## src/rtl/spi.sv

```systemverilog
// Mode-0 SPI master: one W_DATA-bit word per load, MSB first, spi_clk from a CLK_DIV down-counter.
// Build option: define SPI_LOOPBACK_EN to feed MOSI_out back into the receive shifter instead of MISO_in.
//
// state | meaning
// IDLE  | waiting for a load; transmit_ready_MOSI high, spi_clk low, MOSI_out holds last bit
// SHIFT | spi_clk running; sample on rise, shift out on fall
// DONE  | one cycle: MISO_data updated, data_in_valid high
module spi #(
    parameter int W_DATA  = 32,
    parameter int CLK_DIV = 2
) (
    input  logic              clk,
    input  logic              rst,
    output logic              transmit_ready_MOSI,
    output logic              transmit_ready_MISO,
    input  logic [W_DATA-1:0] MOSI_data,
    input  logic              data_transmit_valid,
    output logic [W_DATA-1:0] MISO_data,
    output logic              data_in_valid,
    input  logic              MISO_in,
    output logic              spi_clk,
    output logic              MOSI_out
);

    localparam int          CNT_W      = (W_DATA > 2) ? $clog2(W_DATA) : 1;
    localparam logic [7:0]  DIV_RELOAD = 8'(CLK_DIV - 1);
    localparam logic [CNT_W-1:0] BITS_RELOAD = CNT_W'(W_DATA - 1);

    typedef enum logic [1:0] {
        ST_IDLE  = 2'd0,
        ST_SHIFT = 2'd1,
        ST_DONE  = 2'd2
    } state_t;

    state_t             r_state;
    state_t             w_state_nxt;

    logic [7:0]         r_div;
    logic [CNT_W-1:0]   r_bits;
    logic [W_DATA-1:0]  r_tx;
    logic [W_DATA-1:0]  r_rx;
    logic               r_spi_clk;
    logic               r_mosi;
    logic [W_DATA-1:0]  r_miso_data;
    logic               r_din_valid;
    logic               r_rdy_miso;
    logic               r_rdy_mosi;

    logic               w_load;
    logic               w_tick;
    logic               w_rise;
    logic               w_fall;
    logic               w_last;
    logic               w_sample;

`ifdef SPI_LOOPBACK_EN
    logic               w_unused_miso_in;
    assign w_unused_miso_in = MISO_in;
    assign w_sample         = r_mosi;
`else
    assign w_sample         = MISO_in;
`endif

    always_ff @(posedge clk or negedge rst) begin
        if (!rst) begin
            r_state <= ST_IDLE;
        end else begin
            r_state <= w_state_nxt;
        end
    end

    always_comb begin
        w_state_nxt = r_state;
        case (r_state)
            ST_IDLE:  if (w_load) w_state_nxt = ST_SHIFT;
            ST_SHIFT: if (w_last) w_state_nxt = ST_DONE;
            ST_DONE:  w_state_nxt = ST_IDLE;
            default:  w_state_nxt = ST_IDLE;
        endcase
    end

    // A tick is the divider terminal count; it marks every spi_clk edge.
    always_comb begin
        w_load = (r_state == ST_IDLE) && data_transmit_valid;
        w_tick = (r_state == ST_SHIFT) && (r_div == 8'd0);
        w_rise = w_tick && !r_spi_clk;
        w_fall = w_tick && r_spi_clk;
        w_last = w_fall && (r_bits == '0);
    end

    always_ff @(posedge clk or negedge rst) begin
        if (!rst) begin
            r_div     <= 8'd0;
            r_spi_clk <= 1'b0;
        end else if (w_load) begin
            r_div     <= DIV_RELOAD;
            r_spi_clk <= 1'b0;
        end else if (w_tick) begin
            r_div     <= DIV_RELOAD;
            r_spi_clk <= ~r_spi_clk;
        end else if (r_state == ST_SHIFT) begin
            r_div     <= r_div - 8'd1;
        end
    end

    // r_bits counts remaining spi_clk falls; zero means the current fall is the last.
    always_ff @(posedge clk or negedge rst) begin
        if (!rst) begin
            r_bits <= '0;
            r_tx   <= '0;
            r_mosi <= 1'b0;
        end else if (w_load) begin
            r_bits <= BITS_RELOAD;
            r_tx   <= MOSI_data;
            r_mosi <= MOSI_data[W_DATA-1];
        end else if (w_fall && !w_last) begin
            r_bits <= r_bits - 1'b1;
            r_tx   <= r_tx << 1;
            r_mosi <= r_tx[W_DATA-2];
        end
    end

    always_ff @(posedge clk or negedge rst) begin
        if (!rst) begin
            r_rx <= '0;
        end else if (w_load) begin
            r_rx <= '0;
        end else if (w_rise) begin
            r_rx <= {r_rx[W_DATA-2:0], w_sample};
        end
    end

    // Completion flags are set on the edge entering DONE so they are visible during DONE.
    always_ff @(posedge clk or negedge rst) begin
        if (!rst) begin
            r_miso_data <= '0;
            r_din_valid <= 1'b0;
            r_rdy_miso  <= 1'b0;
            r_rdy_mosi  <= 1'b1;
        end else begin
            r_din_valid <= 1'b0;
            r_rdy_mosi  <= (w_state_nxt == ST_IDLE);
            if (w_load) begin
                r_rdy_miso <= 1'b0;
            end
            if (w_last) begin
                r_miso_data <= r_rx;
                r_din_valid <= 1'b1;
                r_rdy_miso  <= 1'b1;
            end
        end
    end

    assign transmit_ready_MOSI = r_rdy_mosi;
    assign transmit_ready_MISO = r_rdy_miso;
    assign MISO_data           = r_miso_data;
    assign data_in_valid       = r_din_valid;
    assign spi_clk             = r_spi_clk;
    assign MOSI_out            = r_mosi;

endmodule

```

## config.mk

```make
export PLATFORM = sky130hd
export DESIGN_NAME = spi
export DESIGN_NICKNAME = d
export VERILOG_FILES = /design/src/rtl/spi.sv
export SDC_FILE = /design/constraint.sdc
export NUM_CORES = 1
export LEC_CHECK = 0
export ABC_AREA = 0
export BUFFER_PORTS_ARGS = -buffer_cell sky130_fd_sc_hd__buf_2
export CELL_PAD_IN_SITES_DETAIL_PLACEMENT = 0
export CELL_PAD_IN_SITES_GLOBAL_PLACEMENT = 2
export CORE_MARGIN = 2
export CORE_UTILIZATION = 37
export DETAILED_ROUTE_END_ITERATION = 16
export GPL_TIMING_DRIVEN = 0
export HOLD_SLACK_MARGIN = 0.03
export PLACE_DENSITY_LB_ADDON = 0.1
export SYNTH_ARGS = -nofsm -noshare
export SYNTH_HDL_FRONTEND = slang
export SYNTH_SLANG_ARGS = --single-unit
export TNS_END_PERCENT = 20
```

## constraint.sdc

```tcl
create_clock -name clk -period 3.32 [get_ports clk]
set_clock_uncertainty 0.15 [all_clocks]
set_input_delay 0.332 -clock clk [delete_from_list [all_inputs] [get_ports clk]]
set_output_delay 0.332 -clock clk [all_outputs]
set_load 0.05 [all_outputs]
```

==> results of run 1 <==
==> how the worst min path moves through the flow <==
stage                                    from  cells past startpoint             endpoint  slack [ps]
after global routing            MOSI_data[20]                      3             r_tx[20]          50
after detailed placement                  rst                      1             r_tx[13]          70
final                           MOSI_data[20]                      3             r_tx[20]          50
after CTS                       MOSI_data[20]                      3             r_tx[20]          40
after global placement    transmit_ready_MISO                      1  transmit_ready_MISO         310
after floorplan                           rst                      0         MISO_data[0]        -110
==> metrics by stage <==
stage | hold slack (ps) | instances
floorplan | -113.6 | 415
global placement | 310.3 | 659
detailed placement | 65.29 | 660
CTS | 37.91 | 724
global route | 49.51 | 724
finish | 46.10 | 724
==> power by group through the flow <==
stage	sequential, mW	combinational (mW)	clock [mW]
after floorplan	1.85	0.335	0
after global placement	1.87	0.487	0
after detailed placement	1.88	0.506	0
after CTS	1.85	0.545	1.72
after global routing	1.90	0.618	1.80
final	1.85	0.535	1.69
==> flip-flops by register name, indices dropped and copies added, names as in the netlist <==
signal	count
transmit_ready_MOSI	1
MISO_data	32
transmit_ready_MISO	1
r_bits	5
data_in_valid	1
r_div	8
r_rx	32
MOSI_out	1
spi_clk	1
r_state	2
r_tx	31
==> area by class of cell <==
class	count	share of cell area, %
Clock buffer	18	7.014
Timing Repair Buffer	106	11.57
Tap cell	172	3.437
Buffer	31	2.438
Multi-Input combinational cell	264	27.46
Clock inverter	13	1.799
Sequential cell	115	45.98
Inverter	5	0.2998
==> tightest hold or removal path: stages <==
cell and delay, ps:
buf_2 100, nor2_1 90, a31oi_1 50
==> layer usage <==
metal / GRT usage, % / vias up
met5: 0 / -
met4: 5.422 / 0
met3: 6.008 / 17
met2: 25.77 / 75
met1: 22.61 / 1730
li1: - / 1719
==> placed cells by master (no fill, tap or decap), types with 2 or more instances in the layout <==
master and count:
ha_1 3, or4b_1 2, nand2_1 76, nand2b_1 3
clkinv_2 4, clkbuf_1 22, nor4_1 2, mux2_2 19
nor2_1 14, inv_1 5, xnor2_1 4, a221o_1 29
a21o_1 2, and3_1 34, o21ai_1 8, a21oi_1 4
mux2_1 13, clkinvlp_4 6, nor3_1 4, dlygate4sd3_1 33
clkbuf_16 17, buf_2 76, nand3_1 3, o21ai_0 28
xor2_1 4, dfrtp_1 114, buf_6 5
==> cells by family (layout without fill, tap and decap cells) <==
kind of cell	after synthesis	after routing
buffers and inverters	36	173
DFF	115	115
adders and majority gates	3	3
muxes	33	33
and+or+nand+nor	144	144
xor gates and xnor gates	8	8
AOI/OAI and AO/OA	76	76
==> out/qor.yml, run 1 <==
status: "complete, no violations"
insertion_delay_ps: 420
finalHoldViolCount: 0
synth_nets: 454
area_delta_synth_final_pct: 31.27
rsz0062_at_grt: "false"
synthMuxAreaShare_pct: 7.765
cp_num_cells: 9
postSynthCellCount: 415
antenna_cells: 0
ff2ff_path_depth: 9
synth.most_common_cell: "dfrtp_1"
crit_end: "MISO_data[29]"
fp.coreArea_sq_um: 12620
r2r_start: "r_div[0]"
end_kind: "flop"
cts_sinks: 115
switchingPower_mw: 1.155
final_util_pct: 49.61
p_clk_share_pct: 41.4
ys_top_cells_by_area: "dfrtp_1, a221o_1, nand2_1"
fin_area_sq_um: 6261
numCtsBuffers: 17
route.detailed.drc: 0
clkSlewWorstSetupHoldPaths_ps: 60
n_fill_cell: 1189
cts_tree: "done"
dpl-instance-area_sq_um: 5379
tns_ps: 0
power_frac_comb_pct: 13.1
finalNetCount: 579
syn_avg_cell_area_sq_um: 11.49
async_flop_share_pct: 100.0
synth_edf_count: 0
antenna_found_initial: 0
routed-wl-met3_um: 505
crit_start: "r_div[0]"
cp_slowest_stage_delay_ps: 420
dp_hpwl_mm: 6.889
power_frac_seq_pct: 45.4
max_freq_mhz: 333.5
grt_pass1_vias: 3602
synth_xor_area_share_pct: 1.469
synthAdderAreaFrac_pct: 0.7870
yosysTopAreaCell: "dfrtp_1"
die_y_um: 117.5
dr_wl_met2_mm: 5.005
ir_worst_vdd_v: 0.0003622
wl_met1_mm: 5.163
synth_top_family_by_area: "simple AND/OR/NAND/NOR gates"
cts_max_level: 4
relSlewSlack_pct: 29.44
crit_arrival_ps: 3140
via_count: 3541
crit_required_ps: 3460
setup_ws_ps: 321.5
drt_wl_total_mm: 10.82
cts_root_buf: "clkbuf_16"
holdBufCountCts: 33
num_rows: 41
grt_overflow: 0
gp_congestion: 0.7663
drt_iter0_drc: 186
synth_area_sq_um: 4770
period_needed_ps: 2998
synthTopCellsByCount: "dfrtp_1, nand2_1, and3_1, a221o_1, o21ai_0"
critPathMostFrequentCell: "buf_2"
ys.flop_type: "dfrtp_1"
internal_power_mw: 2.919
leakage_nw: 3.225
grt_pass1_wl_mm: 18.51
critPathLaunchType: "flop"
firstDrtPassIters: 4
grt_usage_pct: 16.90
clockBufferDepth: 2
num_io_pins: 73
start_util_pct: 37.79
hold_path.class: "in -> reg"
path_delay_family: "simple AND/OR/NAND/NOR gates"
slowest_stage: "dfrtp_1"
power_density_nw_per_um2: 650.7
cap_violations: 0
dieArea_sq_um: 13810
setup_viol: 0
synthSimpleGateAreaFrac_pct: 14.61
seq_area_sq_um: 2879
yosys_warnings: 0
crit_chain: "inv_1, ha_1, or4b_1, buf_2, nor3_1, and3_1, buf_2, buf_2, mux2_1"
yosysUniqueCellTypes: 36
highest_layer: "met4"
synth_compound_area_share_pct: 11.41
ys_seq_elements: 115
ff2ff_setup_slack_ps: 320
grt_max_degree: 92
crit_fanout: 10
swShare_pct: 28.35
detail_route.wl_per_cell_um: 14.94
via_per_inst: 4.891
dpl_worst_slack_ps: 357.6
multi_input_area_sq_um: 1719
crit_buf_inv: 4
drive_gt1_share_pct: 24.64
seq_area_frac_synth_pct: 60.36
portBuffers: 72
timing.rr.end: "MISO_data[29]"
cts_resized: 0
ant_nets: 0
die_w_um: 117.5
finalMaxSlewViolations: 0
p_total_mw: 4.074
tightest_slew_ps: 1044
worstSetupPathType: "reg -> reg"
yosys.area.top_type_share_pct: 59.81
postCtsSetupBuffers: 0
fin_crit_sh_pct: 90.31
(Power assumes the default switching activity.)
==> run 2: changes to the inputs <==
CORE_UTILIZATION = 39   (was 37)
CTS_BUF_LIST = sky130_fd_sc_hd__clkbuf_2   (was not set)
==> run 2 against run 1 <==
  * Sequential power hardly changed
  * Sequential share of layout area is 2.2 points higher
  * Core utilization is 0.37 points higher
  * Critical path depth is the same
  * Routed wire length fell by 4.2%
  * Cell count is 2.8% lower
  * First-iteration DRC count is 80% higher
  * Non-clock buffer count up 4
  * Flip-flop and latch count stayed put
  * Global-route usage is 0.47 points higher
  * Clock-buffer cell count fell by 1
  * Largest cell class unchanged
  * Hold slack improved by 210 ps
  * Critical endpoint is now MISO_data[6]
==> out/qor.yml, run 2 (synthesis gave the netlist of run 1 again) <==
cts_root_buf: "clkbuf_2"
postCtsSetupBuffers: 0  # unchanged
grt_overflow: 0  # unchanged
cp_slowest_stage_delay_ps: 450  # +30 ps
crit_required_ps: 3740  # +280 ps
via_per_inst: 5.001  # +2.3%
end_kind: "flop"
area_delta_synth_final_pct: 25.34
setup_ws_ps: 344.9  # +23.37 ps
die_y_um: 114.6  # -2.5%
tns_ps: 0  # unchanged
drt_iter0_drc: 334  # +80%
grt_usage_pct: 17.36  # +0.47 points
cts_max_level: 4  # unchanged
gp_congestion: 0.7456  # -2.7%
clockBufferDepth: 2  # unchanged
hold_path.class: "in -> reg"
grt_pass1_wl_mm: 17.63  # -4.8%
route.detailed.drc: 0  # unchanged
antenna_found_initial: 0  # unchanged
relSlewSlack_pct: 30.01  # +0.57 points
power_frac_comb_pct: 15.8  # +2.7 points
switchingPower_mw: 1.046  # -9.4%
crit_arrival_ps: 3390  # +250 ps
finalNetCount: 583  # +0.69%
clkSlewWorstSetupHoldPaths_ps: 180  # +120 ps
n_fill_cell: 1119  # -5.9%
dieArea_sq_um: 13130  # -5.0%
path_delay_family: "simple AND/OR/NAND/NOR gates"
final_cells: 704  # -2.8%
status: "complete, no violations"
period_needed_ps: 2975  # -23.38 ps
dpl-instance-area_sq_um: 5348  # -0.58%
drt_wl_total_mm: 10.36  # -4.2%
worstSetupPathType: "reg -> reg"
p_clk_share_pct: 28.7  # -13 points
layout_common_cells: "dfrtp_1, buf_2, nand2_1"
critPathMostFrequentCell: "buf_2"
finalMaxSlewViolations: 0  # unchanged
antenna_cells: 0  # unchanged
crit_buf_inv: 4  # unchanged
swShare_pct: 31.34  # +3.0 points
crit_chain: "inv_1, ha_1, or4b_1, buf_2, nor3_1, and3_1, buf_2, buf_2, mux2_2"
critPathLaunchType: "flop"
ant_nets: 0  # unchanged
finalHoldViolCount: 0  # unchanged
dpl_worst_slack_ps: 343.2  # -14.40 ps
setup_viol: 0  # unchanged
slowest_stage: "dfrtp_1"
internal_power_mw: 2.292  # -21%
p_total_mw: 3.338  # -18%
dp_hpwl_mm: 6.639  # -3.6%
detail_route.wl_per_cell_um: 14.72  # -1.5%
num_io_pins: 73  # unchanged
holdWs_ps: 259.7  # +213.6 ps
cts_tree: "done"
numCtsBuffers: 17  # unchanged
via_count: 3521  # -0.56%
final_common_cell: "dfrtp_1"
num_rows: 40  # -2.4%
dp.cells: 635  # -3.8%
start_util_pct: 39.87  # +2.1 points
drive_gt1_share_pct: 24.06  # -0.58 points
crit_fanout: 10  # unchanged
power_frac_seq_pct: 55.5  # +10 points
power_density_nw_per_um2: 558.3  # -14%
die_w_um: 114.6  # -2.5%
leakage_nw: 3.135  # -2.8%
fin_crit_sh_pct: 89.61  # -0.70 points
cts_sinks: 115  # unchanged
firstDrtPassIters: 4  # unchanged
grt_pass1_vias: 3576  # -0.72%
insertion_delay_ps: 670  # +250 ps
grt_max_degree: 88  # -4.3%
final_util_pct: 49.98  # +0.37 points
max_freq_mhz: 336.1  # +0.79%
cap_violations: 0  # unchanged
rsz0062_at_grt: "false"
ir_worst_vdd_v: 0.0003565  # -1.6%
tightest_slew_ps: 1035  # -8.456 ps
fin_area_sq_um: 5978  # -4.5%
fp.coreArea_sq_um: 11960  # -5.2%
portBuffers: 72  # unchanged
## run 2: path summary, 6_finish.rpt
kind | from | end | slack (ps) | depth (start not counted)
max | r_div[0] | MISO_data[6] | 340 | 9
min | MISO_in | r_rx[0] | 260 | 4
max reg2reg | r_div[0] | MISO_data[6] | 340 | 9
min reg2reg | r_bits[4] | r_bits[4] | 350 | 1
max in group asynchronous | rst | transmit_ready_MOSI | 2030 | 4
min in group asynchronous | rst | r_rx[22] | 540 | 4
## run 2: cell type report
type                       instances  area, sq um  share of cell area [%]
buffer                            31        152.6                   2.553
clock buffer                      17        85.08                   1.423
clock inverter                    15        165.2                   2.763
inverter                           5        18.77                  0.3139
multi-input combinational        264         1719                   28.76
sequential                       115         2879                   48.16
tap                              147        183.9                   3.077
timing repair buffer             110        774.5                   12.96
## run 2: what timing repair did
action | 4_1_cts | 5_1_grt
endpoints found under the setup margin | 0 | 0
hold buffers | 37 | 0
resized for setup | 0 | 0
endpoints found under the hold margin | 152 | 0
## run 2: routing by layer
layer | vias to the layer above | track usage [%] | share of wire [%]
li1 | 1742 | - | -
met1 | 1707 | 22.82 | 48
met2 | 67 | 26.94 | 47
met3 | 5 | 5.770 | 4.2
met4 | 0 | 6.098 | 0.71
met5 | - | 0 | 0
## run 2: worst reg2reg max path, cell delays in order (launching register included)
cell     delay (ps)
dfrtp_1         450
inv_1            70
ha_1            180
or4b_1          440
buf_2           180
nor3_1          340
and3_1          220
buf_2           190
buf_2           280
mux2_2          370
## run 2: power groups by stage
| stage | logic (mW) | registers, mW | clock network [mW] |
|---|---|---|---|
| after floorplan | 0.335 | 1.85 | 0 |
| after global placement | 0.481 | 1.87 | 0 |
| after detailed placement | 0.502 | 1.88 | 0 |
| after CTS | 0.539 | 1.85 | 1.00 |
| after global routing | 0.619 | 1.89 | 1.07 |
| final | 0.528 | 1.85 | 0.958 |
==> run 3: changes to the inputs <==
MAX_ROUTING_LAYER = met4   (was not set)
RECOVER_POWER = 25   (was not set)
==> run 3 against run 2 <==
  * The flow now finishes with violations (capacitance limit, slew limit)
  * Hold slack about the same
  * Core utilization down 0.39 points
  * Clock power about the same
  * Non-clock buffer count unchanged
  * Design area down 0.77%
  * Largest power group unchanged
==> out/qor.yml, run 3 (synthesis gave the netlist of run 1 again) <==
cts_resized: 0  # unchanged
cap_violations: 1  # +1
die_w_um: 114.6  # unchanged
crit_arrival_ps: 3410  # +20 ps
clockBufferDepth: 2  # unchanged
setup_viol: 0  # unchanged
antenna_found_initial: 0  # unchanged
slowest_stage: "dfrtp_1"
via_count: 3533  # +0.34%
cts_sinks: 115  # unchanged
via_per_inst: 5.018  # +0.34%
multi_input_area_sq_um: 1719  # unchanged
cts_tree: "done"
critPathLaunchType: "flop"
violations: "capacitance limit, slew limit"
crit_buf_inv: 4  # unchanged
num_io_pins: 73  # unchanged
status: "finished with violations"
tightest_slew_ps: 1958  # +922.9 ps
cts_max_level: 4  # unchanged
cts_root_buf: "clkbuf_2"
clkSlewWorstSetupHoldPaths_ps: 180  # about the same
fin_crit_sh_pct: 89.97  # +0.36 points
grt_pass1_wl_mm: 17.61  # -0.12%
die_y_um: 114.6  # unchanged
gp_congestion: 0.7550  # +1.3%
tns_ps: 0  # unchanged
final_common_cell: "dfrtp_1"
fp.coreArea_sq_um: 11960  # unchanged
final_util_pct: 49.59  # -0.39 points
worstSetupPathType: "reg -> reg"
seq_area_sq_um: 2879  # unchanged
cp_slowest_stage_delay_ps: 450  # about the same
power_density_nw_per_um2: 561.7  # +0.60%
numCtsBuffers: 17  # unchanged
crit_chain: "inv_1, ha_1, or4b_1, buf_2, nor3_1, and3_1, buf_2, buf_2, mux2_2"
end_kind: "flop"
grt_pass1_vias: 3572  # -0.11%
finalHoldViolCount: 0  # unchanged
leakage_nw: 3.115  # -0.65%
drive_gt1_share_pct: 23.52  # -0.54 points
relSlewSlack_pct: -30.55  # -61 points
drt_wl_total_mm: 10.35  # about the same
rsz0062_at_grt: "false"
path_delay_family: "simple AND/OR/NAND/NOR gates"
critPathMostFrequentCell: "buf_2"
max_freq_mhz: 334.8  # -0.40%
period_needed_ps: 2987  # +11.92 ps
crit_fanout: 10  # unchanged
dp_hpwl_mm: 6.639  # unchanged
crit_required_ps: 3740  # about the same
p_total_mw: 3.332  # -0.17%
hold_path.class: "in -> reg"
layout_common_cells: "dfrtp_1, buf_2, nand2_1"
dieArea_sq_um: 13130  # unchanged
finalNetCount: 583  # unchanged
route.detailed.drc: 0  # unchanged
ant_nets: 0  # unchanged
n_fill_cell: 1123  # +0.36%
grt_overflow: 0  # unchanged
insertion_delay_ps: 670  # about the same
start_util_pct: 39.87  # unchanged
drt_iter0_drc: 315  # -5.7%
finalMaxSlewViolations: 88  # +88
grt_usage_pct: 17.90  # +0.54 points
num_rows: 40  # unchanged
ir_worst_vdd_v: 0.0003584  # +0.55%
portBuffers: 72  # unchanged
firstDrtPassIters: 5  # +1
antenna_cells: 0  # unchanged
detail_route.wl_per_cell_um: 14.71  # about the same
area_delta_synth_final_pct: 24.37
grt_max_degree: 88  # unchanged
==> run 3: through the flow <==
| stage | hold slack [ps] | std cells | cell area (sq um) | setup WS [ps] |
|---|---|---|---|---|
| after floorplan | -113.6 | 415 | 4770 | 682.9 |
| after global placement | 314.9 | 634 | 5314 | 320.8 |
| after detailed placement | 75.78 | 635 | 5348 | 343.2 |
| after CTS | 182.2 | 704 | 5978 | 292.4 |
| after global routing | 167.2 | 704 | 5932 | 108.2 |
| final | 259.9 | 704 | 5932 | 333.0 |
==> run 3: layout make-up <==
type	count	share of cell area, %
Sequential cell	115	48.53
Multi-Input combinational cell	264	28.98
Timing Repair Buffer	110	12.28
Buffer	31	2.573
Inverter	5	0.3164
Clock buffer	17	1.434
Tap cell	147	3.101
Clock inverter	15	2.784
==> run 3: worst paths after layout <==
kind	startpoint	endpoint	slack [ps]	cells past startpoint
worst max-delay path	r_div[0]	MISO_data[6]	330	9
worst min-delay path	MISO_in	r_rx[0]	260	4
worst max register to register	r_div[0]	MISO_data[6]	330	9
worst min register to register	r_bits[4]	r_bits[4]	350	1
max in group asynchronous	rst	r_rx[10]	550	4
min in group asynchronous	rst	r_rx[22]	1070	4
==> run 3: timing repair <==
item | in CTS | in global routing
hold endpoints to repair | 152 | 0
setup endpoints to repair | 0 | 0
hold buffers | 37 | 0
buffers inserted | 0 | 0
==> run 3: per-layer routing <==
metal  routed length, um  up-vias  GRT usage [%]
met5                   0        -              -
met3                 465       10          6.088
met2                4813       78          26.82
li1                    -     1736              -
met4                 106        0          5.854
met1                4967     1709          22.89
==> run 3: worst reg2reg max path: stages, from the launching register on <==
cell	delay, ps
dfrtp_1	450
inv_1	70
ha_1	180
or4b_1	440
buf_2	180
nor3_1	340
and3_1	220
buf_2	190
buf_2	290
mux2_2	370
==> run 3: where the power goes <==
group          leakage (nW)  total (mW)  switching (mW)  internal, mW
clock                 0.144       0.958           0.546         0.412
combinational          1.53       0.521           0.294         0.227
sequential             1.44        1.85           0.206          1.65
